File: src/rtl/measure_pkg.sv
// Shared defaults and helpers for the measure unit datapath.
package measure_pkg;

  localparam int DEF_WIDTH = 32;
  localparam int DEF_SEG_W = 16;

  function automatic int seg_count(input int width, input int seg_w);
    return width / seg_w;
  endfunction

endpackage

File: src/rtl/sub_segment_stage.sv
// One SEG_W-bit slice of a - b - borrow_in; purely combinational, no latency, no flow control.
module sub_segment_stage
  import measure_pkg::*;
#(
  parameter int SEG_W = DEF_SEG_W
) (
  input  logic [SEG_W-1:0] a_seg,
  input  logic [SEG_W-1:0] b_seg,
  input  logic             borrow_in,
  output logic [SEG_W-1:0] diff_seg,
  output logic             borrow_out,
  output logic             zero_seg
);

  logic [SEG_W:0] full_dat;

  // The extra top bit goes negative exactly when the slice needs to borrow.
  assign full_dat   = {1'b0, a_seg} - {1'b0, b_seg} - {{SEG_W{1'b0}}, borrow_in};
  assign diff_seg   = full_dat[SEG_W-1:0];
  assign borrow_out = full_dat[SEG_W];
  assign zero_seg   = (full_dat[SEG_W-1:0] == '0);

endmodule

File: src/rtl/pipelined_interval_subtractor.sv
// Segmented a - b, borrow rippling one segment per stage; latency NSEG cycles, one op per cycle.
// Backpressure freezes the whole pipe while the output is held; ready_o = !(valid_o && !ready_i).
module pipelined_interval_subtractor
  import measure_pkg::*;
#(
  parameter int WIDTH = DEF_WIDTH,
  parameter int SEG_W = DEF_SEG_W
) (
  input  logic             clk_i,
  input  logic             rst_ni,
  input  logic             valid_i,
  output logic             ready_o,
  input  logic [WIDTH-1:0] a_i,
  input  logic [WIDTH-1:0] b_i,
  output logic             valid_o,
  input  logic             ready_i,
  output logic [WIDTH-1:0] diff_o,
  output logic             borrow_o,
  output logic             ovf_o,
  output logic             zero_o
);

  localparam int NSEG = seg_count(WIDTH, SEG_W);

  // Operand remainders are kept right-aligned so each stage always reads its
  // segment from the bottom bits; consumed bits shift out as zeros.
  typedef struct packed {
    logic             vld;
    logic [WIDTH-1:0] diff;
    logic             borrow;
    logic             zero_acc;
    logic             a_msb;
    logic             b_msb;
    logic [WIDTH-1:0] rem_a;
    logic [WIDTH-1:0] rem_b;
  } stage_t;

  stage_t st_q   [NSEG];
  stage_t st_in  [NSEG];
  stage_t st_nxt [NSEG];

  logic [NSEG-1:0][SEG_W-1:0] seg_diff_dat;
  logic [NSEG-1:0]            seg_borrow;
  logic [NSEG-1:0]            seg_zero;

  logic stall;
  logic ovf_q;
  logic ovf_nxt;

  assign valid_o  = st_q[NSEG-1].vld;
  assign stall    = valid_o && !ready_i;
  assign ready_o  = !stall;
  assign diff_o   = st_q[NSEG-1].diff;
  assign borrow_o = st_q[NSEG-1].borrow;
  assign zero_o   = st_q[NSEG-1].zero_acc;
  assign ovf_o    = ovf_q;

  always_comb begin
    for (int k = 0; k < NSEG; k++) begin
      if (k == 0) begin
        st_in[k]          = '0;
        st_in[k].vld      = valid_i;
        st_in[k].zero_acc = 1'b1;
        st_in[k].a_msb    = a_i[WIDTH-1];
        st_in[k].b_msb    = b_i[WIDTH-1];
        st_in[k].rem_a    = a_i;
        st_in[k].rem_b    = b_i;
      end else begin
        st_in[k] = st_q[k-1];
      end
    end
  end

  for (genvar g = 0; g < NSEG; g++) begin : g_seg
    sub_segment_stage #(
      .SEG_W (SEG_W)
    ) u_seg (
      .a_seg      (st_in[g].rem_a[SEG_W-1:0]),
      .b_seg      (st_in[g].rem_b[SEG_W-1:0]),
      .borrow_in  (st_in[g].borrow),
      .diff_seg   (seg_diff_dat[g]),
      .borrow_out (seg_borrow[g]),
      .zero_seg   (seg_zero[g])
    );
  end

  always_comb begin
    for (int k = 0; k < NSEG; k++) begin
      st_nxt[k]                        = st_in[k];
      st_nxt[k].diff[k*SEG_W +: SEG_W] = seg_diff_dat[k];
      st_nxt[k].borrow                 = seg_borrow[k];
      st_nxt[k].zero_acc               = st_in[k].zero_acc & seg_zero[k];
      st_nxt[k].rem_a                  = st_in[k].rem_a >> SEG_W;
      st_nxt[k].rem_b                  = st_in[k].rem_b >> SEG_W;
    end
  end

  assign ovf_nxt = (st_in[NSEG-1].a_msb != st_in[NSEG-1].b_msb) &&
                   (st_nxt[NSEG-1].diff[WIDTH-1] != st_in[NSEG-1].a_msb);

  // Data fields only load behind a valid bit, so the outputs hold while idle.
  always_ff @(posedge clk_i) begin
    if (!rst_ni) begin
      for (int k = 0; k < NSEG; k++) begin
        st_q[k] <= '0;
      end
      ovf_q <= 1'b0;
    end else if (!stall) begin
      for (int k = 0; k < NSEG; k++) begin
        if (st_in[k].vld) begin
          st_q[k] <= st_nxt[k];
        end else begin
          st_q[k].vld <= 1'b0;
        end
      end
      if (st_in[NSEG-1].vld) begin
        ovf_q <= ovf_nxt;
      end
    end
  end

  logic unused_tail;
  assign unused_tail = ^{st_q[NSEG-1].rem_a, st_q[NSEG-1].rem_b,
                         st_q[NSEG-1].a_msb, st_q[NSEG-1].b_msb};

endmodule

File: config.mk
export PLATFORM = sky130hd
export DESIGN_NAME = pipelined_interval_subtractor
export DESIGN_NICKNAME = d
export VERILOG_FILES = /design/src/rtl/measure_pkg.sv /design/src/rtl/sub_segment_stage.sv /design/src/rtl/pipelined_interval_subtractor.sv
export SDC_FILE = /design/constraint.sdc
export NUM_CORES = 1
export LEC_CHECK = 0
export CAP_MARGIN = 10
export CORE_MARGIN = 5
export CORE_UTILIZATION = 58
export CTS_BUF_LIST = sky130_fd_sc_hd__clkbuf_8
export DETAILED_ROUTE_END_ITERATION = 8
export PLACE_DENSITY = 0.86
export SETUP_SLACK_MARGIN = 0.05
export SYNTH_ARGS = -nofsm -noshare
export SYNTH_HDL_FRONTEND = slang
export SYNTH_SLANG_ARGS = --single-unit
File: constraint.sdc
create_clock -name clk_i -period 4.4 [get_ports clk_i]
set_input_delay 1.1 -clock clk_i [delete_from_list [all_inputs] [get_ports clk_i]]
set_output_delay 1.1 -clock clk_i [all_outputs]
set_load 0.01 [all_outputs]
Yosys cells after proc, flatten, opt, wreduce, memory -nomap -nowiden
Memories as Yosys holds them, arrays and structs flattened.
Index checks and enable logic that the tools add are counted.
{ "word_totals": {"word_cells": 41, "ff_bits": 1, "input_bits": 68, "mem_bits_rw": 138, "memories": 1, "output_inout_bits": 37} }
{ "op_classes": {"n_bitwise": 6, "muxes": 21, "n_eq_ne": 2, "n_reduce_logical": 7, "add_sub_neg": 3} }
{ "memory_table": {"columns": ["memory", "words", "width", "read_ports", "rd_ports_with_merged_regs", "write_ports", "line_no", "source"], "rows": [
  ["st_q", 2, 69, 2, 0, 2, "pipelined_interval_subtractor.sv:38", "stage_t st_q [NSEG];"]
]} }
{ "ops": {"columns": ["operator", "count"], "rows": [
  ["$mux 69", 2],
  ["$sub 16x16->17", 2],
  ["$logic_not 16->1", 2],
  ["$mux 1", 19],
  ["$sub 17x1->17", 1],
  ["$or 1x1->1", 4],
  ["$logic_and 1x1->1", 2],
  ["$logic_not 1->1", 2],
  ["$ne 1x1->1", 2],
  ["$reduce_and 2->1", 1],
  ["$and 1x1->1", 1],
  ["$not 1->1", 1]
]} }

Logic depth before layout (Yosys ltp)
Gate-level depths: netlist of the first run.
{ "depth": {"word_depth": 7, "depth_mapped": 12, "mapped_depth_nobuf": 12} }

By module
Synthesis of the first run repeated with hierarchy kept, for this count alone.
{ "unflattened": {"hier_cells": 534, "hier_area_um2": 5619.1} }
{ "by_module_without_submodules": {"columns": ["mod", "cells_each", "area_each_um2", "seq_area_each_um2", "instances"], "rows": [
  ["pipelined_interval_subtractor", 207, 3310.7, 2592.5, 1],
  ["sub_segment_stage at g_seg[1].u_seg", 168, 1166.1, 0.0, 1],
  ["sub_segment_stage at g_seg[0].u_seg", 159, 1142.3, 0.0, 1]
]} }

Worst setup path before layout of the first run
Ideal clock, no wire load.
{ "synth_path": {"path_type": "input-to-reg", "from": "input port a_i[0]", "to": "memory st_q[0][34] in the netlist's numbering, data pin", "path_stages": 11, "setup_time_ns": 0.175, "t_required_ns": 4.225, "arrival_ns": 2.973, "setup_slack_ns": 1.252, "path_buffers": 0, "cell_sequence": "inv_1 ha_1 fa_1 nor2b_1 o31a_1 o31ai_2 a21oi_1 xnor2_1 and4_1 o2111ai_1 nor4bb_1"} }
{ "synth_lines": {"columns": ["element", "line_no", "source"], "rows": [
  ["start, declared", "pipelined_interval_subtractor.sv:13", "input logic [WIDTH-1:0] a_i,"],
  ["end, declared", "pipelined_interval_subtractor.sv:38", null]
]} }

==> results of run 1 <==
-- registers in the layout (all words and copies together) (netlist names) --
signal / cells
st_q: 86
ovf_o: 1
-- final timing paths --
path	from	end	slack [ns]	cells after the start
max	b_i[2]	st_q[0][34]	0.81	11
min	ovf_o	ovf_o	0.49	2
max reg2reg	st_q[0][35]	st_q[1][35]	1.20	12
min reg2reg	ovf_o	ovf_o	0.49	2
-- stage by stage --
step           worst slack, ns   util  std cells  hold slack (ns)  total power, W
6_report                 0.810  0.753        699            0.492         0.00244
5_1_grt                  0.582  0.753        699            0.526         0.00259
4_1_cts                  0.840  0.753        699            0.498         0.00246
3_5_place_dp             0.455  0.730        683            0.484         0.00188
3_3_place_gp             0.575  0.730        683            0.450         0.00184
2_1_floorplan             1.25      -        480            0.481         0.00160
-- worst max-delay path: cells and delay by family --
| family | cells | cell delay (ns) |
|---|---|---|
| buf+inv | 2 | 0.50 |
| xor+xnor | 1 | 0.22 |
| fa+ha+maj | 1 | 0.32 |
| compound gates | 5 | 1.14 |
| simple gates | 2 | 0.48 |
-- power by group through the flow --
| stage | logic [W] | registers (W) | clock network [W] |
|---|---|---|---|
| detailed placement | 0.000793 | 0.00108 | 0 |
| floorplan | 0.000490 | 0.00111 | 0 |
| global placement | 0.000764 | 0.00108 | 0 |
| finish | 0.000800 | 0.00106 | 0.000577 |
| CTS | 0.000802 | 0.00107 | 0.000591 |
| global route | 0.000890 | 0.00107 | 0.000625 |
-- logic make-up after synthesis --
| logic type | after synthesis | share of synthesized area |
|---|---|---|
| XOR/XNOR | 24 | 0.0433 |
| AND/OR/NAND/NOR | 158 | 0.164 |
| multiplexers | 2 | 0.00387 |
| AO/OA/AOI/OAI | 77 | 0.105 |
| flip-flops | 87 | 0.501 |
| adder cells (fa/ha/maj) | 49 | 0.123 |
| buffers and inverters | 83 | 0.0602 |
-- area by class of cell --
type                       count  area (µm²)
sequential                    87        2590
multi-input combinational    310        2270
fill                         596        2150
timing repair buffer         110        1110
inverter                      68         255
tap                          108         135
clock buffer                   9         124
clock inverter                 7        81.3
-- routing by layer --
layer	up-vias	part of all wire	global-route usage
li1	1912	-	-
met1	1791	0.39	0.248
met2	107	0.54	0.359
met3	11	0.047	0.0354
met4	0	0.015	0.0675
met5	-	0	0
-- cell usage in the layout, fill, tap and decap left out, types with 4 or more instances in the layout --
| cell type | netlist | final |
|---|---|---|
| nor2b_1 | 4 | 4 |
| and3_1 | 51 | 51 |
| o21ai_0 | 13 | 13 |
| edfxtp_1 | 85 | 85 |
| clkdlybuf4s50_1 | 0 | 104 |
| nand2_1 | 15 | 14 |
| ha_1 | 46 | 46 |
| a21o_1 | 9 | 9 |
| inv_1 | 67 | 68 |
| and2_1 | 10 | 10 |
| buf_4 | 0 | 4 |
| xor2_1 | 9 | 9 |
| xnor2_1 | 14 | 14 |
| clkbuf_8 | 0 | 9 |
| a21oi_1 | 15 | 15 |
| o21a_1 | 11 | 11 |
| nand3_1 | 13 | 13 |
| nor2_1 | 44 | 44 |
| nor3_1 | 5 | 5 |
-- cells in the mapped netlist (all sizes together), types with 2 or more instances --
library cell	number	area (µm²)
o21ai	16	80.1
dfxtp	2	40.0
a22oi	2	15.0
a21boi	4	30.0
edfxtp	85	2550
o21a	11	82.6
a211oi	3	22.5
nor2b	4	25.0
xor2	9	78.8
mux2i	2	20.0
o2111ai	2	17.5
nor2	44	165
and2	10	62.6
a21o	9	67.6
nor3	5	25.0
or3	3	18.8
o31ai	2	25.0
and3	51	319
xnor2	14	123
nand2	16	62.6
fa	3	60.1
inv	68	255
clkbuf	15	56.3
nor4b	2	23.8
nand3	13	65.1
a21oi	16	91.3
a311oi	2	17.5
ha	46	576
o31a	2	17.5
nand2b	3	18.8
==> metrics.cfg, run 1 <==
[sta]
worstMarginPinSlew_ns=0.759
min_period_over_period=0.816
slew_headroom=0.493
hold_viol_final=0
slew_violations=0
min_period_ns=3.59
fmax_mhz=279
rsz0062_at_grt=false
final.setup_skew_ns=0.0110
setup_tns_ns=0
setup_viol=0

[pwr]
power_frac_seq=0.436
p_sw_frac=0.302
powerDensity_nw_per_um2=371
clockPowerShare=0.236
pwr-share-comb=0.328
peakVddDrop_uv=150
p_leak_nw=2.90
p_int_w=0.00170
switchingPower_w=0.000736

[clocking]
cts-resized-gates=0
path_clk_slew_ns=0.10
clk_latency_ns=0.37
cts_inserted_buffers=9
cts.sinks=87
h-tree-depth=3
cts_tree=built
cts_max_path_buffers=2
cts_setup_buffers=0
clock-root-buffer=clkbuf_8
holdBufCountCts=0

[setup_path]
slowest_delay_ns=0.46
critPathCaptureType=flip-flop
crit_top_cell=a21oi_1
critPathKind=input pin to flip-flop
critical_path.max_fanout=4
cp.arrival_ns=3.77
crit_required_ns=4.58
crit_chain=clkdlybuf4s50_1, inv_1, ha_1, nor2b_1, o31a_1, o31ai_2, a21oi_1, a21o_1, a21oi_1, xor2_1, nor4bb_1
cp-start-kind=input pin
cpMaxStageDelayCell=clkdlybuf4s50_1

[layout]
antenna_cells=0
nets=703
area_delta_synth_final_pct=27.0
final_cell_area_um2=6570
drive_above_1_share=0.0525

[global_route]
grt_max_degree=55
antenna_found_initial=0
grt_pass1_vias=3771
overflow=0
track_usage=0.203
grt_pass1_wl_mm=17.9

[synth]
netlist_instances=480
synthDistinctLibCells=52
avgSynthCellArea_um2=10.8
seq_area_frac_synth=0.501
synth_fp_nets=597
async_flop_share=0
ys_ff_latch=87
yosys_warnings=0
synth_edf_count=85
syn_area_um2=5170
synth_ff_type=edfxtp_1

[floorplanning]
die_area_um2=10900
rows=34
io_pins=105
die_height_um=104
core_area_um2=8720
initial_utilization=0.593
fp.dieW_um=104

[routing]
routed-via-count=3821
drt_iter0_drc=229
vias_per_cell=5.47
post_drt_wl_per_cell_um=15.2
drt_wl_total_mm=10.6
drtPass1Iterations=4
drc=0
ant_nets=0

[placement]
dpl.hpwl_mm=8.22
gp_congestion=0.894
placed_cell_area_um2=6360
numPortBuffers=104

[worst_hold_path]
hold_path_class=flip-flop to flip-flop

[outcome]
status=completed

[flow_run]
maxCapViolations=0

Power figures use the tool's default switching activity.
==> inputs of run 2 (changes only) <==
Settings changed: CORE_UTILIZATION 58 to 54, PLACE_DENSITY 0.86 to 0.8.
Clock period 4.4 ns to 3.5 ns, I/O delays scaled along.
==> metrics.cfg, run 2 (synthesis gave the netlist of run 1 again) <==
[outcome]
status=completed

[setup_path]
ff2ff_setup_slack_ns=0.31  ; -0.89 ns
r2r-start=st_q[0][35]
reg2reg_to=st_q[1][34]
critPathKind=input pin to flip-flop
critical_path.max_fanout=4  ; unchanged
crit_chain=clkdlybuf4s50_1, inv_1, ha_1, fa_2, nor2b_1, o31a_1, o31ai_4, a21oi_2, xnor2_1, and4_1, o2111ai_1, nor4bb_1
crit_required_ns=3.65  ; -0.93 ns
slowest_delay_ns=0.45  ; about the same
cp.arrival_ns=3.42  ; -0.35 ns
cpMaxStageDelayCell=clkdlybuf4s50_1
cp-start-kind=input pin
r2r_cells=11  ; -1
critPathCaptureType=flip-flop

[sta]
rsz0062_at_grt=false
worstMarginPinSlew_ns=0.475  ; -0.285 ns
slew_headroom=0.681  ; +0.189
min_period_ns=3.27
finalHoldWorstSlack_ns=0.469  ; -0.0223 ns
final.setup_skew_ns=0.0109  ; -0.0000964 ns
fmax_mhz=306
min_period_over_period=0.934
setup_viol=0  ; unchanged
hold_viol_final=0  ; unchanged
slew_violations=0  ; unchanged
timing.final.ws_setup_ns=0.230  ; -0.580 ns

[placement]
dpl_worst_slack_ns=-0.221  ; -0.677 ns
dp.cells=717  ; +5.0%
dpl.hpwl_mm=8.49  ; +3.2%
numPortBuffers=104  ; unchanged
placed_cell_area_um2=6460  ; +1.6%
gp_congestion=0.840  ; -6.0%

[layout]
top_register=st_q
layout_commonest_cell=clkdlybuf4s50_1
final_cell_area_um2=6690  ; +1.9%
fin_cells=733  ; +4.9%
area_delta_synth_final_pct=29.4
layout_common_cells=clkdlybuf4s50_1, edfxtp_1, inv_1, and3_1, ha_1
multiInputGateArea_um2=2300  ; +1.3%
fillerInstances=692  ; +16%
final_core_util=0.721  ; -0.0323
regArea_um2=2590  ; unchanged
drive_above_1_share=0.0811  ; +0.0287
largest_reg_flops=86  ; unchanged
antenna_cells=0  ; unchanged
nets=716  ; +1.8%

[worst_hold_path]
hold_path_class=flip-flop to flip-flop
hp-start=ovf_o
holdPathEnd=ovf_o
holdPathStages=2  ; unchanged

[routing]
post_drt_wl_per_cell_um=14.7  ; -2.9%
drt_wl_total_mm=10.8  ; +1.8%
drc=0  ; unchanged
routed-via-count=3882  ; +1.6%
drt_iter0_drc=116  ; -49%
ant_nets=0  ; unchanged
drtPass1Iterations=4  ; unchanged
vias_per_cell=5.30  ; -3.1%

[global_route]
grt_max_degree=32  ; -42%
antenna_found_initial=0  ; unchanged
grt_pass1_vias=4005  ; +6.2%
overflow=0  ; unchanged
grt_pass1_wl_mm=17.7  ; -1.4%
track_usage=0.193  ; -0.00949

[clocking]
path_clk_slew_ns=0.09  ; about the same
clock-root-buffer=clkbuf_8
cts_inserted_buffers=9  ; unchanged
cts_tree=built
cts_max_path_buffers=2  ; unchanged
cts.sinks=87  ; unchanged
clk_latency_ns=0.35  ; -0.02 ns
holdBufCountCts=0  ; unchanged
h-tree-depth=3  ; unchanged

[floorplanning]
fp.dieW_um=108  ; +3.3%
io_pins=105  ; unchanged
core_area_um2=9280  ; +6.5%
initial_utilization=0.557  ; -0.0360
die_area_um2=11600  ; +6.7%
rows=35  ; +2.9%
die_height_um=108  ; +3.3%

[pwr]
powerDensity_nw_per_um2=461  ; +24%
p_leak_nw=2.96  ; +1.9%
peakVddDrop_uv=258  ; +72%

[flow_run]
maxCapViolations=0  ; unchanged

run 2: changes by cell type in the layout (fill, tap and decap cells not counted), sizes merged:
cell and change:
buf +13
run 2: critical path, delay by kind of cell:
kind                       cells  cell delay (ns)
and+or+nand+nor                3             0.69
AOI/OAI and AO/OA              4             0.64
adders and majority gates      2             0.57
buffers and inverters          2             0.49
xor gates and xnor gates       1             0.16
run 2: routing by layer:
layer / track usage / vias up / routed length, µm
li1: - / 1936 / -
met1: 0.207 / 1825 / 4250
met2: 0.362 / 103 / 5830
met3: 0.0462 / 18 / 565
met4: 0.0757 / 0 / 159
met5: 0 / - / 0
run 2: timing repair:
item / in CTS / in global routing
endpoints found under the setup margin: 0 / 1
buffers inserted: 0 / 0
resized for setup: 0 / 5
run 2: metrics by stage:
step / power (W) / TNS, ns
after floorplan: 0.00201 / 0
after global routing: 0.00327 / 0
after global placement: 0.00234 / -0.0840
after CTS: 0.00309 / 0
final: 0.00309 / 0
after detailed placement: 0.00238 / -0.221
run 2: worst max-delay path by stage:
stage,startpoint,endpoint,slack [ns]
finish,a_i[0],st_q[0][34],0.23
floorplan,a_i[0],st_q[0][34],0.58
CTS,a_i[0],st_q[0][34],0.16
global placement,a_i[0],st_q[0][34],-0.08
detailed placement,a_i[0],st_q[0][34],-0.22
global route,a_i[0],st_q[0][34],0.08
run 2: cell type report:
type,count,area share
clock buffers,9,0.0185
clock inverters,7,0.0116
inverters,68,0.0381
multi-input cells,310,0.344
flip-flops and latches,87,0.387
well taps,129,0.0241
repair buffers,123,0.177
run 2: power breakdown:
| group | switching, W | internal (W) |
|---|---|---|
| clock | 0.000375 | 0.000339 |
| combinational | 0.000518 | 0.000519 |
| sequential | 0.0000346 | 0.00130 |
| total | 0.000928 | 0.00216 |
==> patch, RTL diff (config.mk and constraints of run 2) <==
Change the package constant `DEF_WIDTH` from 32 to 64.
--- a/src/rtl/measure_pkg.sv
+++ b/src/rtl/measure_pkg.sv
@@ -1,7 +1,7 @@
 // Shared defaults and helpers for the measure unit datapath.
 package measure_pkg;
 
-  localparam int DEF_WIDTH = 32;
+  localparam int DEF_WIDTH = 64;
   localparam int DEF_SEG_W = 16;
 
   function automatic int seg_count(input int width, input int seg_w);
Interface: changed (resized a_i, b_i and diff_o); port bits go from 105 to 201. No check against the original RTL was run, so the function may have changed too.
==> patch against run 2 <==
Power rose to 3.3 times the old value; setup slack got worse by 0.059 ns; sequential cell count is 278 higher; sequential share of layout area is 13 points higher; via count rose to 2.6 times the old value; clock power grew to 4.6 times the old value; clock skew up 0.022 ns; final cell count grew to 2.8 times the old value; hold slack better by 0.033 ns; area after synthesis grew to 3.3 times the old value; largest power group unchanged; design area grew to 3.2 times the old value; die area grew to 3.1 times the old value; routed wire length increased to 2.8 times the old value.
==> patch: results (changes against run 2) <==
The worst hold path begins at st_q[0][460]. The clock tree skew after final layout was 0.03249 ns (+0.02162 ns). The maximum resistive drop on vdd is 278.2 uV (+7.8%). The total routing usage reported by global routing came out at 17.00% (-2.3 points). The count of routing violations after the opening detailed-route iteration is 495 (+330%). The placed instance area is 20,100 um^2 (+210%).

The via count of the first global-routing pass came to 10.50k (+160%). The worst slack at placement was -0.6553 ns (-0.4341 ns). The average vias per placed instance is 4.935 (-6.8%). The flow ran to the end, and the final reports show no timing, DRC or antenna violations. The maximum clock path buffer count is 3 (+1).

The total of fill cells in the finished design came out at 2,254 (+230%). The most critical setup path has its endpoint at st_q[0][263]. Among cell families on the critical path, the largest total delay comes from compound AO/OA/AOI/OAI gates. The die outline area is 35,680 um^2 (+210%).

The worst hold path terminates at st_q[0][625]. The final core utilization is 67.39% (-4.7 points). The combinational power is 1730 uW (+66%). The total internal power came to 7682 uW (+260%). By area the synthesized netlist is led by sky130_fd_sc_hd__edfxtp_1 (63%), sky130_fd_sc_hd__and2_1 (11%), sky130_fd_sc_hd__ha_1 (7.7%), sky130_fd_sc_hd__inv_1 (3.5%), sky130_fd_sc_hd__xnor2_1 (1.9%). The number of multi-input combinational cells came out at 779 (+150%).

The fraction of cell area in non-clock buffers is 11.63% (-6.1 points). The number of H-tree branching levels came out at 2 (-1). The met3 usage in global routing is 4.038% (-0.58 points). The start point of the critical path is st_q[0][99]. The highest metal layer used by the detailed router is met5. The post-synthesis share of cell area spent on xor and xnor gates came out at 3.142% (-1.2 points). The distinct cell type count after synthesis came out at 57 (+9.6%).

The initial antenna violation count came to 2 (+2). The gate count after technology mapping is 1,346 (+180%). The global-route wire length before repair is 49,430 um (+180%). The met2 wire length is 15,460 um (+170%).

The area fraction of clock buffers and clock inverters is 4.942% (+1.9 points). The HPWL after detailed placement came out at 21,680 um (+160%).
patch: changes by cell type after synthesis, moves of 9 or more:
cell / before / now
sky130_fd_sc_hd__edfxtp_1: 85 / 364
sky130_fd_sc_hd__xor2_1: 9 / 25
sky130_fd_sc_hd__clkbuf_1: 15 / 38
sky130_fd_sc_hd__xnor2_1: 14 / 37
sky130_fd_sc_hd__nor2_1: 44 / 79
sky130_fd_sc_hd__nand2b_1: 3 / 15
sky130_fd_sc_hd__ha_1: 46 / 106
sky130_fd_sc_hd__and2_1: 10 / 302
sky130_fd_sc_hd__inv_1: 67 / 163
sky130_fd_sc_hd__nor3_1: 5 / 14
sky130_fd_sc_hd__a21oi_1: 15 / 40
sky130_fd_sc_hd__and3_1: 51 / 3
sky130_fd_sc_hd__nand2_1: 15 / 31
patch: timing repair:
action | 4_1_cts | 5_1_grt
gates resized for setup | 2 | 17
setup endpoints to repair | 1 | 6
setup buffers | 1 | 4
gates cloned | 0 | 0
pin swaps | 3 | 19
